$ cat src/rtl/flex_counter_ctrl_if.sv
// ---------------------------------------------------------------------------
// flex_counter_ctrl_if
//
// Command handshake bundle for flex_counter_ctrl. The sequencing logic that
// issues timing commands is the master, and the controller is the slave.
//
// Signals:
//   cmd_valid   master->slave  command present
//   cmd_ready   slave->master  controller can accept a command
//   cmd_period  master->slave  rollover value for the counter
//   cmd_reps    master->slave  number of rollovers before done
//
// The widths must match the NUM_CNT_BITS / NUM_REP_BITS values of the
// flex_counter_ctrl that the interface is connected to.
// ---------------------------------------------------------------------------
interface flex_counter_ctrl_if #(
    parameter int NUM_CNT_BITS = 4,
    parameter int NUM_REP_BITS = 8
);
    logic                    cmd_valid;
    logic                    cmd_ready;
    logic [NUM_CNT_BITS-1:0] cmd_period;
    logic [NUM_REP_BITS-1:0] cmd_reps;

    modport master (
        output cmd_valid,
        output cmd_period,
        output cmd_reps,
        input  cmd_ready
    );

    modport slave (
        input  cmd_valid,
        input  cmd_period,
        input  cmd_reps,
        output cmd_ready
    );
endinterface

$ cat src/rtl/flex_counter_ctrl.sv
// ---------------------------------------------------------------------------
// flex_counter_ctrl
//
// Initiator-side controller for one flex_counter. It accepts a timing
// command (period, repetition count) and drives the counter until it has
// seen the requested number of rollovers. Then it pulses done.
//
// Ports:
//   CLK            system clock, rising edge
//   RST            asynchronous active-high reset
//   cmd            command handshake (flex_counter_ctrl_if.slave):
//                  cmd_valid, cmd_ready, cmd_period, cmd_reps
//   abort          terminate the active command (LOAD/RUN only)
//   count_out      from counter
//   rollover_flag  from counter
//   clear          to counter, synchronous clear
//   count_enable   to counter
//   rollover_val   to counter, last accepted period
//   busy           command in progress (LOAD, RUN)
//   reps_left      rollovers still to be seen
//   done           one-cycle completion pulse
//   err            one-cycle pulse after an illegal command (period or reps 0)
//   chk_fail       sticky counter-consistency failure
//
// Optional feature: define FLEX_COUNTER_CTRL_CHECK_EN to build a shadow
// counter. The shadow counter cross-checks count_out and rollover_flag
// during RUN. When the macro is undefined, chk_fail is tied to 0.
//
// All outputs are either registers or decodes of the registered state.
// ---------------------------------------------------------------------------
module flex_counter_ctrl #(
    parameter int NUM_CNT_BITS = 4,
    parameter int NUM_REP_BITS = 8
) (
    input  logic                    CLK,
    input  logic                    RST,
    flex_counter_ctrl_if.slave      cmd,
    input  logic                    abort,
    input  logic [NUM_CNT_BITS-1:0] count_out,
    input  logic                    rollover_flag,
    output logic                    clear,
    output logic                    count_enable,
    output logic [NUM_CNT_BITS-1:0] rollover_val,
    output logic                    busy,
    output logic [NUM_REP_BITS-1:0] reps_left,
    output logic                    done,
    output logic                    err,
    output logic                    chk_fail
);

    typedef enum logic [2:0] {
        IDLE  = 3'd0,
        LOAD  = 3'd1,
        RUN   = 3'd2,
        DONE  = 3'd3,
        ABORT = 3'd4
    } state_t;

    localparam logic [NUM_REP_BITS-1:0] ONE_REP = NUM_REP_BITS'(1);

    state_t                  state_reg;
    state_t                  state_next;
    logic [NUM_CNT_BITS-1:0] rollover_val_reg;
    logic [NUM_REP_BITS-1:0] reps_left_reg;
    logic                    err_reg;

    logic cmd_fire;
    logic cmd_illegal;
    logic accept_legal;
    logic rollover_event;

    // A command can only be taken in IDLE, because cmd_ready is decoded from it.
    assign cmd_fire       = (state_reg == IDLE) && cmd.cmd_valid;
    assign cmd_illegal    = (cmd.cmd_period == '0) || (cmd.cmd_reps == '0);
    assign accept_legal   = cmd_fire && !cmd_illegal;
    // count_enable is high exactly in RUN, so the event is flag-in-RUN.
    // With period 1 the flag stays high, and every RUN cycle after the
    // first one is an event.
    assign rollover_event = (state_reg == RUN) && rollover_flag;

    // ---------------- state register ----------------
    always_ff @(posedge CLK or posedge RST) begin
        if (RST) begin
            state_reg <= IDLE;
        end else begin
            state_reg <= state_next;
        end
    end

    // ---------------- next-state logic ----------------
    always_comb begin
        state_next = state_reg;
        case (state_reg)
            IDLE: begin
                if (accept_legal) begin
                    state_next = LOAD;
                end
            end
            LOAD: begin
                state_next = abort ? ABORT : RUN;
            end
            RUN: begin
                // abort takes priority over a coincident rollover event
                if (abort) begin
                    state_next = ABORT;
                end else if (rollover_event && (reps_left_reg == ONE_REP)) begin
                    state_next = DONE;
                end
            end
            DONE:    state_next = IDLE;
            ABORT:   state_next = IDLE;
            default: state_next = IDLE;
        endcase
    end

    // ---------------- datapath registers ----------------
    always_ff @(posedge CLK or posedge RST) begin
        if (RST) begin
            rollover_val_reg <= '0;
            reps_left_reg    <= '0;
            err_reg          <= 1'b0;
        end else begin
            err_reg <= cmd_fire && cmd_illegal;

            if (accept_legal) begin
                rollover_val_reg <= cmd.cmd_period;
            end

            if (accept_legal) begin
                reps_left_reg <= cmd.cmd_reps;
            end else if (rollover_event && !abort) begin
                reps_left_reg <= reps_left_reg - ONE_REP;
            end else if (state_reg == ABORT) begin
                // The value is held during ABORT, then cleared as we re-enter IDLE.
                reps_left_reg <= '0;
            end
        end
    end

    // ---------------- output decode ----------------
    assign cmd.cmd_ready  = (state_reg == IDLE);
    assign clear          = (state_reg == LOAD) || (state_reg == ABORT);
    assign count_enable   = (state_reg == RUN);
    assign busy           = (state_reg == LOAD) || (state_reg == RUN);
    assign done           = (state_reg == DONE);
    assign err            = err_reg;
    assign rollover_val   = rollover_val_reg;
    assign reps_left      = reps_left_reg;

`ifdef FLEX_COUNTER_CTRL_CHECK_EN
    // Shadow counter. It follows what a correct flex_counter must show:
    // it is 0 after the LOAD clear, it counts up on each enabled cycle,
    // and it wraps to 1 after reaching rollover_val.
    localparam logic [NUM_CNT_BITS-1:0] ONE_CNT = NUM_CNT_BITS'(1);

    logic [NUM_CNT_BITS-1:0] shadow_reg;
    logic                    chk_fail_reg;
    logic                    run_mismatch;

    assign run_mismatch = (state_reg == RUN) &&
                          ((count_out != shadow_reg) ||
                           (rollover_flag != (count_out == rollover_val_reg)));

    always_ff @(posedge CLK or posedge RST) begin
        if (RST) begin
            shadow_reg   <= '0;
            chk_fail_reg <= 1'b0;
        end else begin
            if (state_reg == LOAD) begin
                shadow_reg <= '0;
            end else if (state_reg == RUN) begin
                shadow_reg <= (shadow_reg == rollover_val_reg) ? ONE_CNT
                                                               : shadow_reg + ONE_CNT;
            end

            if (accept_legal) begin
                chk_fail_reg <= 1'b0;
            end else if (run_mismatch) begin
                chk_fail_reg <= 1'b1;
            end
        end
    end

    assign chk_fail = chk_fail_reg;
`else
    // Without the checker, the counter's count value is not needed.
    logic unused_count_out;
    assign unused_count_out = ^count_out;
    assign chk_fail         = 1'b0;
`endif

endmodule
$ cat src/flat_wrapper.sv
// flat-port wrapper written by rule: the top's interface ports become plain ports
module flex_counter_ctrl_flat 
#(
    parameter int NUM_CNT_BITS = 4,
    parameter int NUM_REP_BITS = 8
)
  (CLK, RST, abort, count_out, rollover_flag, clear, count_enable, rollover_val, busy, reps_left, done, err, chk_fail, cmd_cmd_valid, cmd_cmd_period, cmd_cmd_reps, cmd_cmd_ready);
  flex_counter_ctrl_if #(.NUM_CNT_BITS(NUM_CNT_BITS), .NUM_REP_BITS(NUM_REP_BITS)) cmd_i ();
  input  logic CLK;
  input  logic RST;
  input  logic abort;
  input  logic [NUM_CNT_BITS-1:0] count_out;
  input  logic rollover_flag;
  output logic clear;
  output logic count_enable;
  output logic [NUM_CNT_BITS-1:0] rollover_val;
  output logic busy;
  output logic [NUM_REP_BITS-1:0] reps_left;
  output logic done;
  output logic err;
  output logic chk_fail;
  input wire logic [$bits(cmd_i.cmd_valid)-1:0] cmd_cmd_valid;
  input wire logic [$bits(cmd_i.cmd_period)-1:0] cmd_cmd_period;
  input wire logic [$bits(cmd_i.cmd_reps)-1:0] cmd_cmd_reps;
  output wire logic [$bits(cmd_i.cmd_ready)-1:0] cmd_cmd_ready;
  assign cmd_i.cmd_valid = cmd_cmd_valid;
  assign cmd_i.cmd_period = cmd_cmd_period;
  assign cmd_i.cmd_reps = cmd_cmd_reps;
  assign cmd_cmd_ready = cmd_i.cmd_ready;
  flex_counter_ctrl #(.NUM_CNT_BITS(NUM_CNT_BITS), .NUM_REP_BITS(NUM_REP_BITS)) u_core (.CLK(CLK), .RST(RST), .cmd(cmd_i), .abort(abort), .count_out(count_out), .rollover_flag(rollover_flag), .clear(clear), .count_enable(count_enable), .rollover_val(rollover_val), .busy(busy), .reps_left(reps_left), .done(done), .err(err), .chk_fail(chk_fail));
endmodule
$ cat config.mk
export PLATFORM = sky130hd
export DESIGN_NAME = flex_counter_ctrl_flat
export DESIGN_NICKNAME = d
export VERILOG_FILES = /design/src/rtl/flex_counter_ctrl_if.sv /design/src/rtl/flex_counter_ctrl.sv /design/src/flat_wrapper.sv
export SDC_FILE = /design/constraint.sdc
export NUM_CORES = 1
export LEC_CHECK = 0
export ABC_AREA = 0
export BUFFER_PORTS_ARGS = -buffer_cell sky130_fd_sc_hd__buf_2
export CAP_MARGIN = 20
export CORE_MARGIN = 5
export CORE_UTILIZATION = 46
export DETAILED_ROUTE_END_ITERATION = 8
export PLACE_DENSITY = 0.75
export SYNTH_ARGS = -nofsm -noshare
export SYNTH_HDL_FRONTEND = slang
export SYNTH_SLANG_ARGS = --single-unit
$ cat constraint.sdc
create_clock -name CLK -period 1.9 [get_ports CLK]
set_clock_uncertainty 0.1 [all_clocks]
set_input_delay 0.19 -clock CLK [delete_from_list [all_inputs] [get_ports CLK]]
set_output_delay 0.19 -clock CLK [all_outputs]
set_load 0.1 [all_outputs]
# Word-level counts from Yosys, hierarchy flattened

Index checks and enable logic that the tools add are counted.

Output and inout bits: 19
Input port bits: 21
Flip-flop bits (word level): 16
Word-level logic and storage cells: 36

Eq/ne operators: 7
$add $sub $neg: 1
Reduce and logical (&&, ||, !) cells: 16
Muxes and demuxes: 8

Operator list:

| kind                  | number |
|---|---|
| $mux W8               | 3 |
| $mux W3               | 4 |
| $pmux W3 S3           | 1 |
| $eq A8 B1 Y1 const B  | 1 |
| $logic_not A8 Y1      | 1 |
| $sub A8 B1 Y8 const B | 1 |
| $eq A3 B2 Y1 const B  | 2 |
| $logic_and A1 B1 Y1   | 6 |
| $logic_not A4 Y1      | 1 |
| $eq A3 B1 Y1 const B  | 1 |
| $eq A3 B3 Y1 const B  | 1 |
| $logic_not A3 Y1      | 1 |
| $logic_or A1 B1 Y1    | 3 |
| $ne A3 B2 Y1 const B  | 1 |
| $reduce_bool A3 Y1    | 1 |
| $logic_not A1 Y1      | 2 |
| $ne A2 B1 Y1 const B  | 1 |
| $reduce_and A2 Y1     | 1 |

# Logic depth before layout (Yosys ltp)

Gate-level depths: netlist of the first run.

Depth after elaboration: 6
Depth in mapped cells: 6
Gate-level depth less buffers: 6

# Worst setup path after synthesis of the first run

No wires, ideal clock.

Path kind: register to output
Start: reg u_core.state_reg[0]
End: out cmd_cmd_ready
Required time: 1610 ps
Arrival: 2102 ps
Buffers on the path: 1
Path slack: -492 ps
Stages on the path, launching flop included: 4
Cells stage by stage: dfrtp_1 -> clkbuf_1 -> or2_2 -> nor2_1

Longest elaborated chain between the ends: 1

Ends and longest elaborated chain:

| element                | line                     | source |
|---|---|---|
| from (decl)            | flex_counter_ctrl.sv:61  | `state_t state_reg;` |
| from (signal assigned) | flex_counter_ctrl.sv:86  | `state_reg <= state_next;` |
| $logic_not A3 Y1       | flex_counter_ctrl.sv:141 | `assign cmd.cmd_ready = (state_reg == IDLE);` |
| to (decl)              | flat_wrapper.sv:25       | `output wire logic [$bits(cmd_i.cmd_ready)-1:0] cmd_cmd_ready;` |

No other way between the ends.

# Worst setup path in the final report of the first run

Start: reg u_core.state_reg[1]
End: out busy

Longest elaborated chain between the ends: 2
Elaborated cells on any way between the ends: 3
Those cells by class: 2 x eq/ne; 1 x reduce/logical

Ends and longest elaborated chain:

| element                                             | line                     | source |
|---|---|---|
| $eq A3 B1 Y1 / $eq A3 B2 Y1 (equally long branches) | flex_counter_ctrl.sv:144 | `assign busy = (state_reg == LOAD) \|\| (state_reg == RUN);` |
| $logic_or A1 B1 Y1 (*)                              | flex_counter_ctrl.sv:144 |  |
| to (decl)                                           | flat_wrapper.sv:17       | `output logic busy;` |

Mark *: on every way between the ends. The rest lies on a longest branch, timed or not.

==> impl_results.rst, run 1 <==
.. list-table::
   :header-rows: 1

   * - Metric
     - Value
   * - Type of the tightest min-delay check
     - in -> reg
   * - R2R depth
     - 4
   * - Post-synth cell types
     - 42
   * - Final Hold Vio Count
     - 0
   * - Final setup vio count
     - 0
   * - Main flop type after synthesis
     - sky130_fd_sc_hd__dfrtp_1
   * - Total vias in the final route
     - 900
   * - Width of the die
     - 55.7 um
   * - Total iterations of the first detailed-routing run
     - 4
   * - Status
     - finished clean
   * - Post-synth EDFFs
     - 0
   * - Final Routed Wirelength
     - about 2.3 mm
   * - Ratio of cells with drive above 1 in the final layout
     - 42.3%
   * - Cell chain of the critical path
     - buf_4 > xnor2_1 > nor2_2 > buf_2
   * - Deepest level of the CTS H-tree
     - 1
   * - Global-route wire length before repair
     - 4.02 mm
   * - Via count normalized by instance count
     - 5.49
   * - Initial antenna violation count
     - 0
   * - Seq/Total Area, Yosys
     - 41.7%
   * - Core outline area
     - between 0.0015 and 0.002 mm^2
   * - Worst slew margin relative to its limit
     - 59.1%
   * - Number of buffer and inverter stages on the critical path
     - 2
   * - Grt total ovfl
     - 0
   * - Post-synthesis instance area
     - 961 um^2
   * - Synthesized-area fraction occupied by ao, oa, aoi and oai cells
     - 18.1%
   * - Critical Setup Path Class
     - reg -> out
   * - Crit. path cell count
     - 4
   * - Number of DRC markers after the initial detailed-route iteration
     - 14
   * - Most frequent cell after synthesis
     - sky130_fd_sc_hd__dfrtp_1
   * - Die outline area
     - 0.00310 mm^2
   * - Standard cell with the maximum stage delay on the critical path
     - sky130_fd_sc_hd__buf_2
   * - Clk Latency, worst-skew pair
     - 0.29 ns
   * - Fraction of synthesized area in multiplexers
     - 4.69%
   * - Final nets
     - ~160
   * - Number of remaining DRC errors
     - 0
   * - CTS tree
     - done
   * - Clock transition time at the flip-flop clock pins of the worst setup and hold paths
     - 0.10 ns
   * - Final Util
     - 63.6%
   * - Synth Area in Simple Gates
     - 23.8%
   * - Buffer type at the clock tree root
     - sky130_fd_sc_hd__clkbuf_4
   * - Mean Syn Cell Area
     - just under 10 um^2
   * - Fraction of synthesized cell area taken by the top area cell type
     - 41.7%
   * - Antenna Cells
     - 0
   * - Largest family of logic cells by synthesized area
     - simple AND/OR/NAND/NOR gates
   * - Gp weighted congestion
     - approximately 0.87
   * - Pin slew with the least headroom to its limit
     - 0.613 ns
   * - Count of synthesis-stage warnings from yosys
     - 0
   * - Die H
     - 55.7 um
   * - Detail Placement HPWL
     - 1.80 mm
   * - Maximum number of pins on one net before global-route repair
     - 17
   * - Element type at the critical path end
     - output pin
   * - Fmax
     - ~0.54 GHz
   * - Post-layout minimum cycle time
     - between 1.5 and 2 ns
   * - I/O pin count
     - 40
   * - Routed WL per cell
     - between 10 and 15 um
   * - Synth area leader
     - sky130_fd_sc_hd__dfrtp_1
   * - Post-synthesis net count
     - 122
   * - Multi-input combinational cell area
     - ~520 um^2
   * - Remaining antenna violation count after routing
     - 0
   * - Largest cells by area after synthesis
     - sky130_fd_sc_hd__dfrtp_1, sky130_fd_sc_hd__mux2_2, sky130_fd_sc_hd__nor2_1
   * - Cell family with most CP delay
     - buffers and inverters
   * - Flip-flop count of the largest register, all copies and words added
     - 8
   * - Synth cell count leaders
     - sky130_fd_sc_hd__dfrtp_1, sky130_fd_sc_hd__nor2_1, sky130_fd_sc_hd__inv_1, sky130_fd_sc_hd__nand2_1
   * - Highest cell delay on the worst timing path
     - 0.43 ns
   * - Input/output buffers
     - 34
   * - Kind of start point of the critical path
     - register
   * - Max-cap violations
     - 0
   * - Number of stages on the worst hold path
     - 3
   * - Num Clock Sinks
     - 16
   * - Largest fanout of any net on the critical path
     - 9
   * - Share of the clock period used by the worst path
     - 97.1%
   * - FF/Latch Area
     - 410 um^2
   * - Unrepaired setup endpoints after global routing
     - false
   * - Data arrival time at the worst-slack endpoint
     - 1.55 ns
   * - Post-synthesis instance total
     - 99
   * - Effective utilization at floorplan
     - 48.5%
   * - Max Root-Sink Buffers
     - 2
   * - Synth Register Bits
     - 16
   * - Xor/xnor cell area share of the yosys netlist
     - 2.73%
   * - FP Rows
     - 16
   * - Filler Cell Count
     - ~170
   * - FFs w/ async S/R, synth
     - 100%
   * - Inserted Clock Buffers
     - 3
   * - Post-synthesis to final-layout area growth
     - 31.2%
   * - Overall track demand over capacity in global routing
     - 16.1%
   * - Synthesized-area fraction occupied by adder cells
     - 2.60%
   * - Register-to-register setup slack
     - 0.09 ns
   * - Vias in the first global route
     - between 900 and 1000
   * - Data required time at the worst endpoint
     - ~1.6 ns
   * - Total count of max-transition violations in the final report
     - 0
## path summary, 6_finish.rpt
check	from	end
worst max-delay path	u_core.state_reg[1]$_DFFE_PP0P_	busy
worst max register to register	u_core.reps_left[0]$_DFFE_PP0P_	u_core.reps_left[7]$_DFFE_PP0P_
min in group asynchronous	RST	u_core.reps_left[4]$_DFFE_PP0P_
max in group asynchronous	RST	u_core.reps_left[1]$_DFFE_PP0P_
worst min register to register	u_core.rollover_val[1]$_DFFE_PP0P_	u_core.rollover_val[1]$_DFFE_PP0P_
worst min-delay path	cmd_cmd_reps[6]	u_core.reps_left[6]$_DFFE_PP0P_
## worst reg2reg max path, stage by stage, from the launching register on
cell                        delay [ns]
sky130_fd_sc_hd__dfrtp_4          0.51
sky130_fd_sc_hd__nor4_1           0.51
sky130_fd_sc_hd__a2111oi_0        0.20
sky130_fd_sc_hd__a221oi_1         0.26
sky130_fd_sc_hd__o21ai_1          0.11
## kinds of logic (layout without fill, tap and decap cells)
logic type,after synthesis,after routing
mux,4,4
other cells,1,1
xor+xnor,3,3
fa+ha+maj,2,2
compound gates,22,22
flops,16,16
buf+inv,12,50
simple gates,39,39
## what timing repair did
item                                    4_1_cts  5_1_grt
resized for setup                             0        2
buffers inserted                              0        0
hold buffers                                  2        0
hold endpoints to repair                     17        0
endpoints found under the setup margin        0        2
## area by class of cell
class / count / share of cell area [%]
tap: 27 / 2.68
timing repair buffer: 39 / 19.2
sequential: 16 / 32.5
clock buffer: 4 / 2.08
multi-input combinational: 71 / 41.4
inverter: 7 / 2.08
## routing by layer
| layer | vias up | share of wire (%) | global-route usage [%] |
|---|---|---|---|
| li1 | 440 | - | - |
| met1 | 424 | 45 | 19.7 |
| met2 | 32 | 47 | 26.0 |
| met3 | 4 | 6.8 | 4.18 |
| met4 | 0 | 1.7 | 7.99 |
| met5 | - | 0 | 0 |
## per-stage QoR
stage | area (um^2) | TNS, ns | instances | hold WS, ns | setup slack (ns)
final | 1260 | 0 | 164 | 0.0197 | 0.0560
after global routing | 1260 | 0 | 164 | 0.0345 | 0.00659
after CTS | 1250 | 0 | 164 | 0.0194 | 0.0661
after detailed placement | 1200 | 0 | 158 | 0.198 | 0.0984
after global placement | 1200 | 0 | 158 | 0.190 | 0.117
after floorplan | 978 | -0.0360 | 99 | 0.00364 | -0.0360
## layout by cell type (no fill, tap or decap), types with 2 or more instances in the layout
cell                            instances
sky130_fd_sc_hd__nand2_1                7
sky130_fd_sc_hd__buf_2                 32
sky130_fd_sc_hd__inv_1                  7
sky130_fd_sc_hd__a221oi_1               2
sky130_fd_sc_hd__o221ai_2               2
sky130_fd_sc_hd__mux2_2                 4
sky130_fd_sc_hd__and3b_1                2
sky130_fd_sc_hd__nor4_1                 3
sky130_fd_sc_hd__dfrtp_4                2
sky130_fd_sc_hd__ha_1                   2
sky130_fd_sc_hd__xnor2_1                3
sky130_fd_sc_hd__o21ai_1                4
sky130_fd_sc_hd__a221o_1                2
sky130_fd_sc_hd__dfrtp_2                2
sky130_fd_sc_hd__dlygate4sd3_1          2
sky130_fd_sc_hd__clkbuf_4               3
sky130_fd_sc_hd__nor2_2                 3
sky130_fd_sc_hd__nor2_1                 5
sky130_fd_sc_hd__nor4b_1                2
sky130_fd_sc_hd__a21oi_1                3
sky130_fd_sc_hd__dfrtp_1               12
sky130_fd_sc_hd__buf_4                  3
sky130_fd_sc_hd__buf_12                 2
sky130_fd_sc_hd__nor3_1                 3
sky130_fd_sc_hd__and2_1                 3
Power of run 1 is left out: the tool's default activity adds up to more than one toggle a clock period on the data nets, which glitch-free logic cannot reach.
==> inputs of run 2 (changes only) <==
Settings changed: CORE_UTILIZATION 46 to 40, PLACE_DENSITY 0.75 to 0.67.
==> run 2 against run 1 <==
Net effect:
- critical path depth stayed put
- cell count rose by 0.61%
- die area is 12% higher
- final area up 1.5%
- critical endpoint is now cmd_cmd_ready
- flip-flop and latch count stayed put
- fmax up 1.6%
- wire length up 3.8%
- sequential share of layout area fell by 0.48 points
- non-clock buffer count stayed put
==> impl_results.rst, run 2 (synthesized netlist as in run 1, its figures left out) <==
.. list-table::
   :header-rows: 1

   * - Metric
     - Value
   * - Global-route wire length before repair
     - 4.06 mm (+0.87%)
   * - Data arrival time at the worst-slack endpoint
     - 1.53 ns (-0.02 ns)
   * - Status
     - finished clean
   * - Commonest non-fill, non-tap cells in the layout
     - sky130_fd_sc_hd__buf_2, sky130_fd_sc_hd__dfrtp_1, sky130_fd_sc_hd__nand2_1, sky130_fd_sc_hd__inv_1
   * - Post-synthesis to final-layout area growth
     - 33.2%
   * - Filler Cell Count
     - 206 (+23%)
   * - I/O pin count
     - 40 (unchanged)
   * - Final Routed Wirelength
     - 2.44 mm (+3.8%)
   * - Critical Setup Path Class
     - reg -> out
   * - Final Hold Vio Count
     - 0 (unchanged)
   * - Flip-flop count of the largest register, all copies and words added
     - 8 (unchanged)
   * - Number of DRC markers after the initial detailed-route iteration
     - 18 (+4)
   * - Final nets
     - 161 (unchanged)
   * - Grt total ovfl
     - 0 (unchanged)
   * - Ratio of cells with drive above 1 in the final layout
     - 45.3% (+2.9 points)
   * - Deepest level of the CTS H-tree
     - 1 (unchanged)
   * - Input/output buffers
     - 34 (unchanged)
   * - Unrepaired setup endpoints after global routing
     - false
   * - Die outline area
     - 0.00348 mm^2 (+12%)
   * - Pin slew with the least headroom to its limit
     - 0.643 ns (+0.0300 ns)
   * - Data required time at the worst endpoint
     - 1.61 ns (about the same)
   * - Highest cell delay on the worst timing path
     - 0.41 ns (-0.02 ns)
   * - Element type at the critical path end
     - output pin
   * - Max Root-Sink Buffers
     - 2 (unchanged)
   * - Standard cell area after detailed placement
     - 0.00121 mm^2 (+0.73%)
   * - Type of the tightest min-delay check
     - in -> reg
   * - Total vias in the final route
     - 911 (+1.2%)
   * - Setup fix buffers added after clock tree synthesis
     - 0 (unchanged)
   * - Final setup vio count
     - 0 (unchanged)
   * - Total count of max-transition violations in the final report
     - 0 (unchanged)
   * - Max-cap violations
     - 0 (unchanged)
   * - Vias in the first global route
     - 897 (-4.0%)
   * - CTS tree
     - done
   * - Share of the clock period used by the worst path
     - 95.6% (-1.5 points)
   * - Width of the die
     - 59.0 um (+5.9%)
   * - Num Clock Sinks
     - 16 (unchanged)
   * - Post-layout minimum cycle time
     - 1.82 ns (-0.0282 ns)
   * - Kind of start point of the critical path
     - register
   * - Die H
     - 59.0 um (+5.9%)
   * - Buffer type at the clock tree root
     - sky130_fd_sc_hd__clkbuf_4
   * - Cell chain of the critical path
     - buf_4 > or2_2 > nor2_4 > buf_12
   * - Standard cell with the maximum stage delay on the critical path
     - sky130_fd_sc_hd__dfrtp_1
   * - Fmax
     - 0.551 GHz (+1.6%)
   * - Largest fanout of any net on the critical path
     - 6 (-3)
   * - Overall track demand over capacity in global routing
     - 15.4% (-0.76 points)
   * - Worst slew margin relative to its limit
     - 57.1% (-2.0 points)
   * - Number of remaining DRC errors
     - 0 (unchanged)
   * - Gp weighted congestion
     - 0.874 (+0.49%)
   * - Antenna Cells
     - 0 (unchanged)
   * - FP Rows
     - 17 (+1)
   * - Remaining antenna violation count after routing
     - 0 (unchanged)
   * - Leading cell type in the layout, fill and taps excluded
     - sky130_fd_sc_hd__buf_2
   * - Routed WL per cell
     - 14.8 um (+3.2%)
   * - Via count normalized by instance count
     - 5.52 (+0.61%)
   * - Clock transition time at the flip-flop clock pins of the worst setup and hold paths
     - 0.09 ns (about the same)
   * - Maximum number of pins on one net before global-route repair
     - 17 (unchanged)
   * - Initial antenna violation count
     - 0 (unchanged)
   * - Core outline area
     - 0.00225 mm^2 (+14%)
   * - Clk Latency, worst-skew pair
     - 0.29 ns (about the same)
   * - Total iterations of the first detailed-routing run
     - 4 (unchanged)
   * - Post-Layout Inst Area
     - 0.00128 mm^2 (+1.5%)
   * - Worst hold slack
     - 0.00734 ns (-0.0123 ns)
   * - Detail Placement HPWL
     - 1.91 mm (+6.1%)
   * - Effective utilization at floorplan
     - 42.6% (-5.9 points)
   * - Inserted Clock Buffers
     - 3 (unchanged)
[run 2: cell count changes in the layout (fill, tap and decap cells not counted), sizes merged]
cell,change
clkbuf,+1
dlygate4sd3,-1
[run 2: routing by layer]
| layer | part of all wire (%) | global-route usage, % |
|---|---|---|
| met1 | 44 | 20.9 |
| met2 | 49 | 23.3 |
| met3 | 4.6 | 2.18 |
| met4 | 2.5 | 8.41 |
| met5 | 0 | 0 |
[run 2: metrics by stage]
stage	util, %	worst slack, ns	setup TNS, ns	instances
floorplan	-	-0.0360	-0.0360	99
global placement	53.8	0.105	0	160
detailed placement	53.8	0.0258	0	160
CTS	55.8	0.00777	0	165
global route	56.8	0.00544	0	165
finish	56.8	0.0843	0	165
[run 2: path summary, 6_finish.rpt]
path                                                         start                                  to  slack [ns]  cells after the start
worst max-delay path               u_core.state_reg[0]$_DFFE_PP0P_                       cmd_cmd_ready        0.08                      4
worst min-delay path                                         abort     u_core.state_reg[1]$_DFFE_PP0P_       0.007                      2
worst max register to register     u_core.reps_left[0]$_DFFE_PP0P_     u_core.reps_left[5]$_DFFE_PP0P_        0.11                      4
worst min register to register  u_core.rollover_val[3]$_DFFE_PP0P_  u_core.rollover_val[3]$_DFFE_PP0P_        0.41                      1
max in group asynchronous                                      RST     u_core.reps_left[1]$_DFFE_PP0P_        0.81                      3
min in group asynchronous                                      RST     u_core.reps_left[5]$_DFFE_PP0P_        0.42                      3
[run 2: cell type report]
| type | instances | area, um^2 | share of cell area (%) |
|---|---|---|---|
| multi-input cells | 71 | 529 | 41.3 |
| repair buffers | 39 | 243 | 19.0 |
| flip-flops and latches | 16 | 410 | 32.1 |
| well taps | 28 | 35.0 | 2.74 |
| inverters | 7 | 26.3 | 2.05 |
| clock buffers | 4 | 36.3 | 2.83 |
[run 2: timing repair]
item | in CTS | in global routing
hold buffers | 1 | 0
gates resized for setup | 0 | 5
setup endpoints to repair | 0 | 8
hold endpoints to repair | 16 | 0
[run 2: critical path, delay by kind of cell (launching register included)]
family	cells	cell delay [ns]
buf+inv	2	0.35
simple gates	2	0.48
flops	1	0.41
Power of run 2 is left out for the same reason.
==> inputs of run 3 (changes only) <==
Settings changed: BUFFER_PORTS_ARGS -buffer_cell sky130_fd_sc_hd__buf_2 to not set, DONT_BUFFER_PORTS set to 1, PLACE_DENSITY 0.67 to 0.52.
==> run 3 against run 2 <==
Net effect:
- non-clock buffer count fell by 3
- global-route usage is 0.23 points lower
- final area is 6.5% higher
==> impl_results.rst, run 3 (synthesized netlist as in run 1, its figures left out) <==
.. list-table::
   :header-rows: 1

   * - Metric
     - Value
   * - Status
     - finished clean
   * - Clock transition time at the flip-flop clock pins of the worst setup and hold paths
     - 0.09 ns (about the same)
   * - Via count normalized by instance count
     - 5.48 (-0.72%)
   * - Launch point of the worst hold path
     - cmd_cmd_reps[6]
   * - Final Hold Vio Count
     - 0 (unchanged)
   * - Routed WL per cell
     - 15.5 um (+4.7%)
   * - Total count of max-transition violations in the final report
     - 0 (unchanged)
   * - Type of the tightest min-delay check
     - in -> reg
   * - Worst R2R Start
     - u_core.reps_left[0]$_DFFE_PP0P_
   * - Number of DRC markers after the initial detailed-route iteration
     - 25 (+7)
   * - Global-route wire length before repair
     - 4.06 mm (unchanged)
   * - Final setup vio count
     - 0 (unchanged)
   * - Element type at the critical path end
     - register
   * - Critical Setup Path Class
     - in -> reg
   * - Number of remaining DRC errors
     - 0 (unchanged)
   * - Remaining antenna violation count after routing
     - 0 (unchanged)
   * - Data required time at the worst endpoint
     - 1.98 ns (+0.37 ns)
   * - Input/output buffers
     - 0 (-100%)
   * - Antenna Cells
     - 0 (unchanged)
   * - Buffer type at the clock tree root
     - sky130_fd_sc_hd__clkbuf_4
   * - Fmax
     - 0.540 GHz (-2.0%)
   * - Total vias in the final route
     - 888 (-2.5%)
   * - Final setup margin
     - 0.0468 ns (-0.0375 ns)
   * - Overall track demand over capacity in global routing
     - 15.1% (-0.23 points)
   * - Max-cap violations
     - 0 (unchanged)
   * - Initial antenna violation count
     - 0 (unchanged)
   * - Setup fix buffers added after clock tree synthesis
     - 0 (unchanged)
   * - Number of stages on the worst hold path
     - 3 (+1)
   * - R2R depth
     - 4 (unchanged)
   * - Maximum number of pins on one net before global-route repair
     - 17 (unchanged)
   * - Commonest non-fill, non-tap cells in the layout
     - sky130_fd_sc_hd__buf_4, sky130_fd_sc_hd__dlygate4sd3_1, sky130_fd_sc_hd__dfrtp_1, sky130_fd_sc_hd__nand2_1, sky130_fd_sc_hd__inv_1
   * - Grt total ovfl
     - 0 (unchanged)
   * - Width of the die
     - 59.0 um (unchanged)
   * - I/O pin count
     - 40 (unchanged)
   * - Ratio of cells with drive above 1 in the final layout
     - 33.6% (-12 points)
   * - Deepest level of the CTS H-tree
     - 1 (unchanged)
   * - End point of the most critical hold path
     - u_core.err$_DFF_PP0_
   * - Flip-flop count of the largest register, all copies and words added
     - 8 (unchanged)
   * - Worst r2r dst
     - u_core.reps_left[5]$_DFFE_PP0P_
   * - Inserted Clock Buffers
     - 3 (unchanged)
   * - Die outline area
     - 0.00348 mm^2 (unchanged)
   * - Post-synthesis to final-layout area growth
     - 41.8%
   * - Effective utilization at floorplan
     - 42.6% (unchanged)
   * - Standard cell with the maximum stage delay on the critical path
     - sky130_fd_sc_hd__dlygate4sd3_1
   * - Leading cell type in the layout, fill and taps excluded
     - sky130_fd_sc_hd__buf_4
   * - CTS tree
     - done
   * - Final nets
     - 158 (-1.9%)
   * - Worst slew margin relative to its limit
     - 57.4% (+0.26 points)
   * - Cell chain of the critical path
     - dlygate4sd3_1 > or4_4 > and2_4 > nand2_1 > mux2_2
   * - Post-layout minimum cycle time
     - 1.85 ns (+0.0375 ns)
   * - Detail Placement HPWL
     - 1.87 mm (-2.3%)
   * - Num Clock Sinks
     - 16 (unchanged)
   * - Kind of start point of the critical path
     - input port
   * - Total iterations of the first detailed-routing run
     - 4 (unchanged)
   * - Pin slew with the least headroom to its limit
     - 0.639 ns (-0.00392 ns)
   * - Worst slack after detailed placement
     - 0.104 ns (+0.0779 ns)
   * - Die H
     - 59.0 um (unchanged)
   * - Vias in the first global route
     - 921 (+2.7%)
   * - Final Routed Wirelength
     - 2.51 mm (+2.7%)
   * - Highest cell delay on the worst timing path
     - 0.56 ns (+0.15 ns)
   * - Largest fanout of any net on the critical path
     - 11 (+5)
   * - Clk Latency, worst-skew pair
     - 0.29 ns (about the same)
   * - Share of the clock period used by the worst path
     - 97.5% (+2.0 points)
   * - Final Util
     - 60.4% (+3.7 points)
   * - Gp weighted congestion
     - 0.799 (-8.6%)
   * - FP Rows
     - 17 (unchanged)
   * - Max Root-Sink Buffers
     - 2 (unchanged)
   * - Worst hold slack
     - 0.0608 ns (+0.0534 ns)
   * - Filler Cell Count
     - 219 (+6.3%)
   * - Data arrival time at the worst-slack endpoint
     - 1.93 ns (+0.40 ns)
   * - Core outline area
     - 0.00225 mm^2 (unchanged)
   * - Register-to-register setup slack
     - 0.08 ns (-0.03 ns)
run 3: how the worst max path moves through the flow:
stage	from	end	slack, ns	cells past startpoint
5_1_grt	u_core.state_reg[0]$_DFFE_PP0P_	cmd_cmd_ready	-0.005	4
4_1_cts	u_core.state_reg[0]$_DFFE_PP0P_	cmd_cmd_ready	0.03	4
6_report	cmd_cmd_period[3]	u_core.rollover_val[1]$_DFFE_PP0P_	0.05	5
3_3_place_gp	u_core.state_reg[0]$_DFFE_PP0P_	u_core.state_reg[2]$_DFFE_PP0P_	0.11	3
3_5_place_dp	u_core.state_reg[1]$_DFFE_PP0P_	u_core.rollover_val[1]$_DFFE_PP0P_	0.10	4
2_1_floorplan	u_core.state_reg[2]$_DFFE_PP0P_	cmd_cmd_ready	-0.04	3
run 3: layer usage:
metal  part of all wire (%)  GRT usage (%)  vias up  wire length, um
li1                       -              -      432                -
met1                     42           18.1      423             1060
met2                     48           26.5       31             1210
met3                    8.7           3.49        2              219
met4                   0.72           4.85        0               18
met5                      0              0        -                0
run 3: worst max-delay path: cells and delay by family:
family,cells,cell delay (ns)
simple gates,3,0.82
mux,1,0.36
buf+inv,1,0.56
run 3: final cells by class:
class / instances / area [um^2] / share of cell area [%]
Multi-Input combinational cell: 71 / 534 / 39.2
Sequential cell: 16 / 410 / 30.1
Timing Repair Buffer: 36 / 320 / 23.5
Clock buffer: 4 / 36.3 / 2.66
Tap cell: 28 / 35.0 / 2.57
Inverter: 7 / 26.3 / 1.93
run 3: stage by stage:
stage	cells	setup TNS (ns)	area, um^2
4_1_cts	162	0	1340
2_1_floorplan	99	-0.0360	978
5_1_grt	162	-0.00604	1360
3_5_place_dp	143	0	1150
6_report	162	0	1360
3_3_place_gp	143	0	1150
run 3: what timing repair did:
item	CTS	global route
setup endpoints to repair	1	7
gates resized for setup	1	4
hold buffers	15	0
endpoints found under the hold margin	31	0
Power of run 3 is left out for the same reason.
